[config.mk]
export PLATFORM = sky130hd
export DESIGN_NAME = uart_fifo_port
export DESIGN_NICKNAME = d
export VERILOG_FILES = /design/src/rtl/uart_fifo_port.sv
export SDC_FILE = /design/constraint.sdc
export NUM_CORES = 1
export LEC_CHECK = 0
export ABC_AREA = 1
export CAP_MARGIN = 20
export CELL_PAD_IN_SITES_DETAIL_PLACEMENT = 0
export CELL_PAD_IN_SITES_GLOBAL_PLACEMENT = 1
export CORE_UTILIZATION = 54
export DETAILED_ROUTE_END_ITERATION = 6
export HOLD_SLACK_MARGIN = 0.12
export PLACE_DENSITY_LB_ADDON = 0.3
export SYNTH_ARGS = -nofsm -noshare
export SYNTH_HDL_FRONTEND = slang
export SYNTH_SLANG_ARGS = --single-unit
[constraint.sdc]
create_clock -name clk -period 4.1 [get_ports clk]
set_clock_uncertainty 0.15 [all_clocks]
set_input_delay 0.82 -clock clk [delete_from_list [all_inputs] [get_ports clk]]
set_output_delay 0.82 -clock clk [all_outputs]
set_load 0.005 [all_outputs]
[src/rtl/uart_fifo_port.sv]
`default_nettype none
// ============================================================================
//  Module   : uart_fifo_port
//  Brief    : UART transmitter/receiver with a FIFO on each side, configurable
//             word width, parity and stop bits. The bit divisor is CLK_FREQ/BAUD.
//  Revision : 1.0 - initial release
// ============================================================================
module uart_fifo_port #(
    parameter  int CLK_FREQ   = 90_000_000,
    parameter  int BAUD       = 1_152_000,
    parameter  int DATA_BITS  = 8,
    parameter  int PARITY     = 0,
    parameter  int STOP_BITS  = 1,
    parameter  int FIFO_DEPTH = 16,
    localparam int CW         = $clog2(FIFO_DEPTH) + 1
) (
    input  logic                 clk,
    input  logic                 rst,
    input  logic                 rxd,
    output logic                 txd,
    input  logic                 tx_valid,
    input  logic [DATA_BITS-1:0] tx_data,
    output logic                 tx_ready,
    output logic                 rx_valid,
    output logic [DATA_BITS-1:0] rx_data,
    input  logic                 rx_ready,
    output logic                 rx_parity_err,
    output logic                 rx_frame_err,
    output logic                 rx_overrun,
    input  logic                 ovr_clr,
    output logic [CW-1:0]        tx_count,
    output logic [CW-1:0]        rx_count
);

    localparam int DIV = CLK_FREQ / BAUD;
    localparam int AW  = $clog2(FIFO_DEPTH);
    localparam int TW  = $clog2(STOP_BITS * DIV + 1);
    localparam int BW  = $clog2(DATA_BITS);
    localparam int RW  = DATA_BITS + 2;

    localparam logic [TW-1:0] c_DIV_M1  = TW'(DIV - 1);
    localparam logic [TW-1:0] c_HALF_M1 = TW'(DIV / 2 - 1);
    localparam logic [TW-1:0] c_STOP_M1 = TW'(STOP_BITS * DIV - 1);
    localparam logic [BW-1:0] c_LAST    = BW'(DATA_BITS - 1);
    localparam logic [CW-1:0] c_FULL    = CW'(FIFO_DEPTH);

    typedef enum logic [2:0] {
        S_IDLE  = 3'd0,
        S_START = 3'd1,
        S_DATA  = 3'd2,
        S_PAR   = 3'd3,
        S_STOP  = 3'd4
    } state_t;

    // ------------------------------------------------------------------
    // TX FIFO
    // ------------------------------------------------------------------
    logic [DATA_BITS-1:0] r_tx_mem [FIFO_DEPTH];
    logic [AW-1:0]        r_tx_wp;
    logic [AW-1:0]        r_tx_rp;
    logic [CW-1:0]        r_tx_count;
    logic                 w_tx_push;
    logic                 w_tx_pop;
    logic [DATA_BITS-1:0] w_tx_head;
    logic                 w_tx_head_par;

    assign tx_ready      = (r_tx_count != c_FULL);
    assign tx_count      = r_tx_count;
    assign w_tx_push     = tx_valid && tx_ready;
    assign w_tx_head     = r_tx_mem[r_tx_rp];
    assign w_tx_head_par = (PARITY == 1) ? ~^w_tx_head : ^w_tx_head;

    // TX FIFO storage write
    always_ff @(posedge clk) begin
        if (w_tx_push) begin
            r_tx_mem[r_tx_wp] <= tx_data;
        end
    end

    // TX FIFO pointers and occupancy
    always_ff @(posedge clk) begin
        if (rst) begin
            r_tx_wp    <= '0;
            r_tx_rp    <= '0;
            r_tx_count <= '0;
        end else begin
            if (w_tx_push) r_tx_wp <= r_tx_wp + AW'(1);
            if (w_tx_pop)  r_tx_rp <= r_tx_rp + AW'(1);
            case ({w_tx_push, w_tx_pop})
                2'b10:   r_tx_count <= r_tx_count + CW'(1);
                2'b01:   r_tx_count <= r_tx_count - CW'(1);
                default: r_tx_count <= r_tx_count;
            endcase
        end
    end

    // ------------------------------------------------------------------
    // TX engine
    // ------------------------------------------------------------------
    state_t               r_tx_state, w_tx_state_nxt;
    logic [TW-1:0]        r_tx_cnt, w_tx_cnt_nxt;
    logic [BW-1:0]        r_tx_bit, w_tx_bit_nxt;
    logic [DATA_BITS-1:0] r_tx_shift, w_tx_shift_nxt;
    logic                 r_tx_par, w_tx_par_nxt;
    logic                 r_txd, w_txd_nxt;

    assign txd = r_txd;

    // TX state and datapath registers; txd comes straight from a flop
    always_ff @(posedge clk) begin
        if (rst) begin
            r_tx_state <= S_IDLE;
            r_tx_cnt   <= '0;
            r_tx_bit   <= '0;
            r_tx_shift <= '0;
            r_tx_par   <= 1'b0;
            r_txd      <= 1'b1;
        end else begin
            r_tx_state <= w_tx_state_nxt;
            r_tx_cnt   <= w_tx_cnt_nxt;
            r_tx_bit   <= w_tx_bit_nxt;
            r_tx_shift <= w_tx_shift_nxt;
            r_tx_par   <= w_tx_par_nxt;
            r_txd      <= w_txd_nxt;
        end
    end

    // TX next-state: the txd value for the next bit is decided here
    always_comb begin
        w_tx_state_nxt = r_tx_state;
        w_tx_cnt_nxt   = r_tx_cnt + TW'(1);
        w_tx_bit_nxt   = r_tx_bit;
        w_tx_shift_nxt = r_tx_shift;
        w_tx_par_nxt   = r_tx_par;
        w_txd_nxt      = r_txd;
        w_tx_pop       = 1'b0;
        case (r_tx_state)
            S_IDLE: begin
                w_tx_cnt_nxt = '0;
                w_txd_nxt    = 1'b1;
                if (r_tx_count != '0) begin
                    w_tx_pop       = 1'b1;
                    w_tx_shift_nxt = w_tx_head;
                    w_tx_par_nxt   = w_tx_head_par;
                    w_tx_state_nxt = S_START;
                    w_txd_nxt      = 1'b0;
                end
            end
            S_START: begin
                if (r_tx_cnt == c_DIV_M1) begin
                    w_tx_cnt_nxt   = '0;
                    w_tx_bit_nxt   = '0;
                    w_tx_state_nxt = S_DATA;
                    w_txd_nxt      = r_tx_shift[0];
                end
            end
            S_DATA: begin
                if (r_tx_cnt == c_DIV_M1) begin
                    w_tx_cnt_nxt = '0;
                    if (r_tx_bit == c_LAST) begin
                        if (PARITY != 0) begin
                            w_tx_state_nxt = S_PAR;
                            w_txd_nxt      = r_tx_par;
                        end else begin
                            w_tx_state_nxt = S_STOP;
                            w_txd_nxt      = 1'b1;
                        end
                    end else begin
                        w_tx_bit_nxt   = r_tx_bit + BW'(1);
                        w_tx_shift_nxt = r_tx_shift >> 1;
                        w_txd_nxt      = r_tx_shift[1];
                    end
                end
            end
            S_PAR: begin
                if (r_tx_cnt == c_DIV_M1) begin
                    w_tx_cnt_nxt   = '0;
                    w_tx_state_nxt = S_STOP;
                    w_txd_nxt      = 1'b1;
                end
            end
            S_STOP: begin
                if (r_tx_cnt == c_STOP_M1) begin
                    w_tx_cnt_nxt = '0;
                    // Chain straight into the next start bit when work is queued
                    if (r_tx_count != '0) begin
                        w_tx_pop       = 1'b1;
                        w_tx_shift_nxt = w_tx_head;
                        w_tx_par_nxt   = w_tx_head_par;
                        w_tx_state_nxt = S_START;
                        w_txd_nxt      = 1'b0;
                    end else begin
                        w_tx_state_nxt = S_IDLE;
                        w_txd_nxt      = 1'b1;
                    end
                end
            end
            default: begin
                w_tx_state_nxt = S_IDLE;
                w_tx_cnt_nxt   = '0;
                w_txd_nxt      = 1'b1;
            end
        endcase
    end

    // ------------------------------------------------------------------
    // RX synchroniser and engine
    // ------------------------------------------------------------------
    logic                 r_rx_s1, r_rx_s2, r_rx_s3;
    state_t               r_rx_state, w_rx_state_nxt;
    logic [TW-1:0]        r_rx_cnt, w_rx_cnt_nxt;
    logic [BW-1:0]        r_rx_bit, w_rx_bit_nxt;
    logic [DATA_BITS-1:0] r_rx_shift, w_rx_shift_nxt;
    logic                 r_rx_par, w_rx_par_nxt;
    logic                 w_rx_push;
    logic [RW-1:0]        w_rx_word;
    logic                 w_rx_exp_par;

    assign w_rx_exp_par = (PARITY == 1) ? ~^r_rx_shift : ^r_rx_shift;

    // Two-flop synchroniser plus a delayed copy for falling-edge detection
    always_ff @(posedge clk) begin
        if (rst) begin
            r_rx_s1 <= 1'b1;
            r_rx_s2 <= 1'b1;
            r_rx_s3 <= 1'b1;
        end else begin
            r_rx_s1 <= rxd;
            r_rx_s2 <= r_rx_s1;
            r_rx_s3 <= r_rx_s2;
        end
    end

    // RX state and datapath registers
    always_ff @(posedge clk) begin
        if (rst) begin
            r_rx_state <= S_IDLE;
            r_rx_cnt   <= '0;
            r_rx_bit   <= '0;
            r_rx_shift <= '0;
            r_rx_par   <= 1'b0;
        end else begin
            r_rx_state <= w_rx_state_nxt;
            r_rx_cnt   <= w_rx_cnt_nxt;
            r_rx_bit   <= w_rx_bit_nxt;
            r_rx_shift <= w_rx_shift_nxt;
            r_rx_par   <= w_rx_par_nxt;
        end
    end

    // RX next-state: sample at the start-bit midpoint, then every DIV cycles
    always_comb begin
        w_rx_state_nxt = r_rx_state;
        w_rx_cnt_nxt   = r_rx_cnt + TW'(1);
        w_rx_bit_nxt   = r_rx_bit;
        w_rx_shift_nxt = r_rx_shift;
        w_rx_par_nxt   = r_rx_par;
        w_rx_push      = 1'b0;
        w_rx_word      = {1'b0, 1'b0, r_rx_shift};
        case (r_rx_state)
            S_IDLE: begin
                w_rx_cnt_nxt = '0;
                if (r_rx_s3 && !r_rx_s2) begin
                    w_rx_state_nxt = S_START;
                end
            end
            S_START: begin
                if (r_rx_cnt == c_HALF_M1) begin
                    w_rx_cnt_nxt = '0;
                    w_rx_bit_nxt = '0;
                    // A line already back high is a glitch, not a start bit
                    w_rx_state_nxt = r_rx_s2 ? S_IDLE : S_DATA;
                end
            end
            S_DATA: begin
                if (r_rx_cnt == c_DIV_M1) begin
                    w_rx_cnt_nxt   = '0;
                    w_rx_shift_nxt = {r_rx_s2, r_rx_shift[DATA_BITS-1:1]};
                    if (r_rx_bit == c_LAST) begin
                        w_rx_state_nxt = (PARITY != 0) ? S_PAR : S_STOP;
                    end else begin
                        w_rx_bit_nxt = r_rx_bit + BW'(1);
                    end
                end
            end
            S_PAR: begin
                if (r_rx_cnt == c_DIV_M1) begin
                    w_rx_cnt_nxt   = '0;
                    w_rx_par_nxt   = r_rx_s2;
                    w_rx_state_nxt = S_STOP;
                end
            end
            S_STOP: begin
                if (r_rx_cnt == c_DIV_M1) begin
                    w_rx_cnt_nxt   = '0;
                    w_rx_push      = 1'b1;
                    w_rx_word      = {!r_rx_s2,
                                      (PARITY != 0) && (r_rx_par != w_rx_exp_par),
                                      r_rx_shift};
                    w_rx_state_nxt = S_IDLE;
                end
            end
            default: begin
                w_rx_state_nxt = S_IDLE;
                w_rx_cnt_nxt   = '0;
            end
        endcase
    end

    // ------------------------------------------------------------------
    // RX FIFO: entry = {frame_err, parity_err, data}
    // ------------------------------------------------------------------
    logic [RW-1:0] r_rx_mem [FIFO_DEPTH];
    logic [AW-1:0] r_rx_wp;
    logic [AW-1:0] r_rx_rp;
    logic [CW-1:0] r_rx_count;
    logic          r_rx_ovr;
    logic          w_rx_full;
    logic          w_rx_pop;
    logic          w_rx_wr;
    logic          w_rx_ovr_evt;
    logic [RW-1:0] w_rx_head;

    assign w_rx_full    = (r_rx_count == c_FULL);
    assign w_rx_pop     = rx_valid && rx_ready;
    assign w_rx_wr      = w_rx_push && (!w_rx_full || w_rx_pop);
    assign w_rx_ovr_evt = w_rx_push && w_rx_full && !w_rx_pop;
    assign w_rx_head    = r_rx_mem[r_rx_rp];

    assign rx_valid      = (r_rx_count != '0);
    assign rx_data       = rx_valid ? w_rx_head[DATA_BITS-1:0] : '0;
    assign rx_parity_err = rx_valid && w_rx_head[DATA_BITS];
    assign rx_frame_err  = rx_valid && w_rx_head[DATA_BITS+1];
    assign rx_overrun    = r_rx_ovr;
    assign rx_count      = r_rx_count;

    // RX FIFO storage write
    always_ff @(posedge clk) begin
        if (w_rx_wr) begin
            r_rx_mem[r_rx_wp] <= w_rx_word;
        end
    end

    // RX FIFO pointers, occupancy and sticky overrun (set beats clear)
    always_ff @(posedge clk) begin
        if (rst) begin
            r_rx_wp    <= '0;
            r_rx_rp    <= '0;
            r_rx_count <= '0;
            r_rx_ovr   <= 1'b0;
        end else begin
            if (w_rx_wr)  r_rx_wp <= r_rx_wp + AW'(1);
            if (w_rx_pop) r_rx_rp <= r_rx_rp + AW'(1);
            case ({w_rx_wr, w_rx_pop})
                2'b10:   r_rx_count <= r_rx_count + CW'(1);
                2'b01:   r_rx_count <= r_rx_count - CW'(1);
                default: r_rx_count <= r_rx_count;
            endcase
            if (w_rx_ovr_evt) begin
                r_rx_ovr <= 1'b1;
            end else if (ovr_clr) begin
                r_rx_ovr <= 1'b0;
            end
        end
    end

endmodule
`default_nettype wire

==> metrics.sh, run 1 <==
CTS_SETUP_BUFFERS=0
MAX_SLEW_MARGIN_PCT=36.2
DRV.MAX_CAP_VIOLATION_COUNT=0
WORSTSETUPENDPOINTTYPE='output pin'
YS_SEQ_ELEMENTS=353
TOTAL_POWER_mW=8.95
CLOCKBUFFERDEPTH=3
NETLIST-CELL-TYPE-COUNT=49
DETAIL_ROUTE.VIAS_PER_CELL=5.66
NUMCTSBUFFERS=37
TOTALNEGATIVESETUPSLACK_NS=0
CTS-ROOT-BUF='sky130_fd_sc_hd__clkbuf_16'
GRT_ANTENNA_BEFORE_REPAIR=0
WORST-ENDPOINT-ARRIVAL_NS=2.91
FINALWORSTSETUPSLACK_NS=0.224
ROUTEDWLPERCELL_UM=18.1
SYNTH_TOP_CELL_AREA_SHARE_PCT=56.0
DIEWIDTH_UM=166
NUMBER_OF_STANDARD_CELLS_IN_THE_LAYOUT_TAPS_IN_AND_FILLERS_OUT=1710
REMAINING_DRC_ERRORS=2
CLK_PIN_SLEW_WORST_PATHS_NS=0.06
FINALCOREUTILIZATION_PCT=62.7
CRIT_REQUIRED_NS=3.13
YOSYS.AREA.TOP_TYPE='sky130_fd_sc_hd__edfxtp_1'
LAYOUT.FILLER_CELLS=2103
CTS_TREE='built'
POWER_REPORT.INTERNAL_TOTAL_mW=6.45
MAXSLEWVIOLCOUNT=0
CTS-HTREE-LEVELS=2
TOTAL_SETUP_VIOLATIONS_REPORTED_AT_THE_END_OF_THE_FLOW=0
SHARE_SEQ_OF_TOTAL_POWER_PCT=46.1
PIN_COUNT=38
PORTBUFFERS=36
POWER-PER-CELL-AREA_mW_PER_MM2=543
WORSTSETUPPATHTYPE='reg -> out'
SYNTH-EDFF-COUNT=272
ANT_NETS=0
FIN_AREA_MM2=0.0165
F_MAX_MHz=258
GLOBALROUTEOVERFLOWTOTAL=0
YS_ASYNC_SR_FRACTION_PCT=0
YOSYS_MOST_USED_DFF='sky130_fd_sc_hd__edfxtp_1'
SYN_AVG_CELL_AREA_UM2=11.1
PLACED_STANDARD_CELL_AREA_MM2=0.0153
DRTPASS1ITERATIONS=7
SYNTH_TOP_CELLS_BY_AREA='sky130_fd_sc_hd__edfxtp_1, sky130_fd_sc_hd__dfxtp_1, sky130_fd_sc_hd__nor2_1'
INSERTION_DELAY_NS=0.52
TOTALWIRELENGTH_UM=31000
RSZ0062_AT_GRT='no'
CORE.ROWCOUNT=59
CRIT_PATH_MAX_FANOUT=60
GP_ROUTABILITY_CONGESTION=0.804
INITIALDRTVIOLATIONCOUNT=825
HOLD_SLACK_NS=0.271
VDD.IR_DROP.WORST_uV=512
INITIAL_CORE_UTILIZATION_PCT=55.5
STATIC-LEAKAGE-POWER_nW=6.11
HOLD_VIOL_FINAL=0
COMBINATIONALPOWERSHARE_PCT=17.7
VIOLATIONS_IN_THE_FINAL_REPORTS='design-rule violations'
MAPPEDNETLISTAREA_MM2=0.0146
DPL_WS_NS=0.809
YS_WARN_COUNT=0
START_KIND='flop'
INSERTEDDIODECOUNT=0
SYNTHESIS.INSTANCES=1309
DP_HPWL_UM=19200
CTS_SINKS=353
ROUTE.VIAS.TOTAL=9680
FINALCRITPERIODSHARE_PCT=94.5
P_SW_mW=2.50
GRT_FIRST_PASS_WIRELENGTH_UM=50000
POST_CTS.RESIZED_INSTANCES=0
DP.CELLS=1645
CHIPHEIGHT_UM=166
WORSTHOLDPATHTYPE='reg -> reg'
CORE-AREA_MM2=0.0263
CTS_HOLD_BUF=0
FINAL_NETS=1388
SYNTH.YOSYS.SEQ_AREA_SHARE_PCT=67.1
GRT_START_MAX_NET_PINS=65
MAX_SLEW.WORST_PIN.SLEW_NS=0.954
POWER_SWITCHING_SHARE_PCT=28.0
GRT_PASS1_VIAS=9482
GRT_USE_TOTAL_PCT=23.0
POSTSYNTHNETCOUNT=1348
STATUS='complete, but fails checks'
DRIVE_GT1_SHARE_PCT=9.38
FLOW.AREA_GROWTH_FROM_SYNTHESIS_PCT=13.0
CLOCK_POWER_SHARE_PCT=36.2
DIE_AREA_MM2=0.0277
TIMING.FINAL.CRIT_PERIOD_NS=3.88
==> Yosys cell counts, drive strengths merged, types with 8 or more instances <==
| master | instances |
|---|---|
| o221ai | 22 |
| edfxtp | 272 |
| o21ai | 181 |
| o22ai | 18 |
| nand3 | 56 |
| inv | 71 |
| clkbuf | 35 |
| nand2 | 87 |
| o211ai | 30 |
| nor2 | 301 |
| a21oi | 50 |
| ha | 24 |
| dfxtp | 81 |
| buf | 26 |
| nor3 | 11 |
| xor2 | 8 |
==> power by group through the flow <==
stage,registers (mW),clock network (mW),logic (mW)
after global routing,4.15,3.43,1.81
final,4.12,3.24,1.58
after CTS,4.13,3.30,1.60
after floorplan,4.13,0,1.25
after global placement,4.20,0,1.56
after detailed placement,4.20,0,1.59
==> layer usage <==
| metal | global-route usage [%] | vias up | routed length [µm] |
|---|---|---|---|
| met5 | 0 | - | 0 |
| met4 | 7.49 | 0 | 779 |
| met3 | 2.98 | 53 | 1790 |
| met2 | 39.8 | 324 | 15300 |
| met1 | 30.2 | 4588 | 13200 |
| li1 | - | 4715 | - |
==> final timing paths <==
kind / to / cells after the start / start / slack [ns]
setup / recovery: rx_data[0] / 6 / flop / 0.22
hold / removal: r_rx_s2 / 1 / r_rx_s1 / 0.27
setup reg to reg: tx_count[4] / 17 / r_tx_cnt[0] / 1.44
hold reg to reg: r_rx_s2 / 1 / r_rx_s1 / 0.27
==> cells by family (layout without fill, tap and decap cells) <==
kind of cell               Yosys count  count (layout)  share of synthesized area [%]
AOI/OAI and AO/OA                  309             309                           12.2
xor gates and xnor gates            12              12                          0.721
adders and majority gates           25              25                           2.20
buffers and inverters              137             203                           3.83
DFF                                353             353                           67.1
muxes                                3               3                          0.206
other                                1               1                         0.0257
and+or+nand+nor                    469             469                           13.7
==> final cells by class <==
| cell class | instances | area [µm²] | share of cell area [%] |
|---|---|---|---|
| clock buffer | 50 | 1020 | 6.16 |
| sequential | 353 | 9790 | 59.4 |
| multi-input combinational | 819 | 4240 | 25.7 |
| tap | 335 | 419 | 2.54 |
| timing repair buffer | 62 | 568 | 3.45 |
| inverter | 76 | 288 | 1.75 |
| clock inverter | 15 | 161 | 0.979 |
==> registers in the layout, summed over array words and instances (netlist names), named ones only <==
signal and count:
rx_count 5, tx_count 5, r_rx_cnt 7, r_tx_wp 4, r_tx_bit 3, txd 1
r_rx_wp 4, r_rx_rp 4, r_rx_s3 1, r_tx_cnt 7, r_rx_s1 1, r_rx_s2 1
r_tx_mem 128, r_tx_state 3, r_rx_bit 3, r_rx_shift 8, r_tx_rp 4, rx_overrun 1
r_rx_mem 144, r_rx_state 3, r_tx_shift 8
==> cells in the final DEF, fill, tap and decap left out, types with 24 or more instances in the layout <==
master / synthesis / final
sky130_fd_sc_hd__o211ai_1: 29 / 29
sky130_fd_sc_hd__dfxtp_1: 81 / 78
sky130_fd_sc_hd__ha_1: 24 / 24
sky130_fd_sc_hd__nand2_1: 76 / 76
sky130_fd_sc_hd__buf_4: 2 / 25
sky130_fd_sc_hd__clkbuf_16: 0 / 38
sky130_fd_sc_hd__edfxtp_1: 272 / 272
sky130_fd_sc_hd__nor2_1: 293 / 293
sky130_fd_sc_hd__o21ai_1: 29 / 29
sky130_fd_sc_hd__inv_1: 54 / 54
sky130_fd_sc_hd__a21oi_1: 49 / 49
sky130_fd_sc_hd__clkdlybuf4s50_1: 0 / 36
sky130_fd_sc_hd__nand3_1: 54 / 54
sky130_fd_sc_hd__o21ai_0: 151 / 151
==> worst max-delay path, cell delays in order, from the launching register on <==
cell,delay (ns)
sky130_fd_sc_hd__dfxtp_2,0.45
sky130_fd_sc_hd__buf_4,0.51
sky130_fd_sc_hd__o21ai_0,0.18
sky130_fd_sc_hd__o221ai_1,0.21
sky130_fd_sc_hd__nand3_1,0.17
sky130_fd_sc_hd__a21oi_1,0.28
sky130_fd_sc_hd__clkdlybuf4s50_1,0.55
Power figures use the tool's default switching activity.
==> run 2, diff against run 1 <==
--- a/config.mk
+++ b/config.mk
@@ -10,5 +10,7 @@
 export CELL_PAD_IN_SITES_DETAIL_PLACEMENT = 0
 export CELL_PAD_IN_SITES_GLOBAL_PLACEMENT = 1
-export CORE_UTILIZATION = 54
+export CORE_ASPECT_RATIO = 1.75
+export CORE_UTILIZATION = 56
+export CTS_BUF_LIST = sky130_fd_sc_hd__clkbuf_2
 export DETAILED_ROUTE_END_ITERATION = 6
 export HOLD_SLACK_MARGIN = 0.12
==> constraint.sdc (replaced) <==
create_clock -name clk -period 4.1 [get_ports clk]
set_clock_uncertainty 0.15 [all_clocks]
set_input_delay 0.41 -clock clk [delete_from_list [all_inputs] [get_ports clk]]
set_output_delay 0.41 -clock clk [all_outputs]
set_load 0.005 [all_outputs]
==> metrics.sh, run 2 (synthesized netlist as in run 1, its figures left out) <==
STATUS='complete, but fails checks'
VIOLATIONS_IN_THE_FINAL_REPORTS='design-rule violations'
GRT_USE_TOTAL_PCT=26.4  # +3.4 points
START_KIND='flop'
WORSTSETUPENDPOINTTYPE='output pin'
WORSTSETUPPATHTYPE='reg -> out'
FINALWORSTSETUPSLACK_NS=0.192  # -0.0322 ns
PLACED_STANDARD_CELL_AREA_MM2=0.0152  # -0.83%
LAYOUT_TOP_REGISTERS='r_rx_mem (144), r_tx_mem (128)'
PIN_COUNT=38  # unchanged
TIMING.FINAL.CRIT_PERIOD_NS=3.91  # +0.0322 ns
GRT_START_MAX_NET_PINS=73  # +12%
POWER-PER-CELL-AREA_mW_PER_MM2=501  # -7.7%
MAXSLEWVIOLCOUNT=0  # unchanged
GLOBALROUTEOVERFLOWTOTAL=0  # unchanged
VDD.IR_DROP.WORST_uV=322  # -37%
CRIT_PATH_MAX_FANOUT=19  # -68%
CLOCKBUFFERDEPTH=3  # unchanged
INITIAL_CORE_UTILIZATION_PCT=57.3  # +1.8 points
REMAINING_DRC_ERRORS=1  # -1
FINALCRITPERIODSHARE_PCT=95.3  # +0.79 points
RSZ0062_AT_GRT='no'
NUMCTSBUFFERS=78  # +110%
INITIALDRTVIOLATIONCOUNT=603  # -27%
DRV.MAX_CAP_VIOLATION_COUNT=0  # unchanged
DRTPASS1ITERATIONS=7  # unchanged
FIN_AREA_MM2=0.0161  # -2.5%
WORST-ENDPOINT-ARRIVAL_NS=3.35  # +0.44 ns
DIEWIDTH_UM=124  # -25%
DRIVE_GT1_SHARE_PCT=13.2  # +3.8 points
CHIPHEIGHT_UM=215  # +30%
WORSTHOLDPATHTYPE='reg -> reg'
ROUTEDWLPERCELL_UM=19.0  # +4.7%
LARGEST_REG_FLOPS=144  # unchanged
GP_ROUTABILITY_CONGESTION=0.846  # +5.3%
CTS_TREE='built'
GRT_ANTENNA_BEFORE_REPAIR=1  # +1
LAYOUT.CELLS.MOST_COMMON='sky130_fd_sc_hd__nor2_1'
CTS-ROOT-BUF='sky130_fd_sc_hd__clkbuf_2'
DP_HPWL_UM=21900  # +14%
PORTBUFFERS=36  # unchanged
STATIC-LEAKAGE-POWER_nW=6.07  # -0.53%
LAYOUT.FILLER_CELLS=2091  # -0.57%
ROUTE.VIAS.TOTAL=10000  # +3.4%
CLK_PIN_SLEW_WORST_PATHS_NS=0.10  # +0.04 ns
CTS-HTREE-LEVELS=3  # +1
INSERTION_DELAY_NS=0.93  # +0.41 ns
GRT_PASS1_VIAS=10100  # +6.8%
CORE.ROWCOUNT=77  # +31%
HOLD_VIOL_FINAL=0  # unchanged
ANT_NETS=0  # unchanged
GRT_FIRST_PASS_WIRELENGTH_UM=51900  # +3.8%
DETAIL_ROUTE.VIAS_PER_CELL=5.67  # +0.19%
LARGEST-REGISTER='r_rx_mem'
MOST-COMMON-LAYOUT-CELLS='sky130_fd_sc_hd__nor2_1, sky130_fd_sc_hd__edfxtp_1, sky130_fd_sc_hd__o21ai_0'
TOTAL_SETUP_VIOLATIONS_REPORTED_AT_THE_END_OF_THE_FLOW=0  # unchanged
TOTALNEGATIVESETUPSLACK_NS=0  # unchanged
CRIT_REQUIRED_NS=3.54  # +0.41 ns
FLOW.AREA_GROWTH_FROM_SYNTHESIS_PCT=10.2
HOLD_SLACK_NS=0.248  # -0.0232 ns
MAX_SLEW_MARGIN_PCT=31.5  # -4.7 points
CTS_SINKS=353  # unchanged
DPL_WS_NS=1.05  # +0.246 ns
MAX_SLEW.WORST_PIN.SLEW_NS=1.02  # +0.0697 ns
FINAL_NETS=1424  # +2.6%
DIE_AREA_MM2=0.0267  # -3.4%
CORE-AREA_MM2=0.0254  # -3.2%
TOTALWIRELENGTH_UM=33500  # +8.1%
F_MAX_MHz=256  # -0.82%
-- run 2: changes by cell type in the layout (fill, tap and decap cells not counted), moves of 3 or more --
cell | previous run | this run
sky130_fd_sc_hd__clkbuf_2 | 0 | 114
sky130_fd_sc_hd__clkbuf_16 | 38 | 0
sky130_fd_sc_hd__clkinv_1 | 7 | 24
sky130_fd_sc_hd__buf_4 | 25 | 13
sky130_fd_sc_hd__clkbuf_1 | 10 | 0
sky130_fd_sc_hd__dlygate4sd3_1 | 0 | 6
sky130_fd_sc_hd__inv_6 | 3 | 0
-- run 2: final cells by class --
cell class              count  area [µm²]  area share (%)
clock buffers             114         571            3.55
clock inverters            28         215            1.34
inverters                  76         293            1.82
repair buffers             57         549            3.42
diodes                      2        5.00          0.0311
flip-flops and latches    353        9790            60.9
multi-input cells         819        4250            26.4
well taps                 316         395            2.46
-- run 2: path summary, 6_finish.rpt --
| check | startpoint | cells after the start | endpoint | slack, ns |
|---|---|---|---|---|
| min reg2reg | r_rx_s1 | 1 | r_rx_s2 | 0.25 |
| max | flop | 6 | rx_data[2] | 0.19 |
| min | r_rx_s1 | 1 | r_rx_s2 | 0.25 |
| max reg2reg | tx_count[3] | 16 | tx_count[4] | 1.45 |
-- run 2: power breakdown --
part | internal, mW | switching [mW]
sequential | 3.96 | 0.152
clock | 0.998 | 1.31
combinational | 0.555 | 1.07
-- run 2: routing by layer --
| metal | global-route usage [%] | share of wire, % | vias up |
|---|---|---|---|
| li1 | - | - | 4853 |
| met1 | 26.2 | 34 | 4725 |
| met2 | 48.3 | 56 | 329 |
| met3 | 6.37 | 5.2 | 103 |
| met4 | 15.4 | 4.8 | 0 |
| met5 | 0 | 0 | - |
-- run 2: metrics by stage --
stage	std cells	total power [mW]	util [%]
detailed placement	1614	5.82	59.7
finish	1765	8.06	63.2
floorplan	1309	5.37	-
CTS	1762	8.12	63.0
global placement	1614	5.80	59.7
global route	1764	8.53	63.2
-- run 2: repair_timing --
action | 4_1_cts | 5_1_grt
endpoints found under the hold margin | 19 | 0
setup endpoints to repair | 0 | 5
resized for setup | 0 | 5
setup buffers | 0 | 0
hold buffers | 6 | 0
-- run 2: critical path: stages, from the launching register on --
cell	delay, ns
sky130_fd_sc_hd__dfxtp_1	0.32
sky130_fd_sc_hd__buf_4	0.25
sky130_fd_sc_hd__clkinv_1	0.55
sky130_fd_sc_hd__o221ai_1	0.39
sky130_fd_sc_hd__nand3_1	0.13
sky130_fd_sc_hd__a21oi_1	0.23
sky130_fd_sc_hd__clkdlybuf4s50_1	0.54
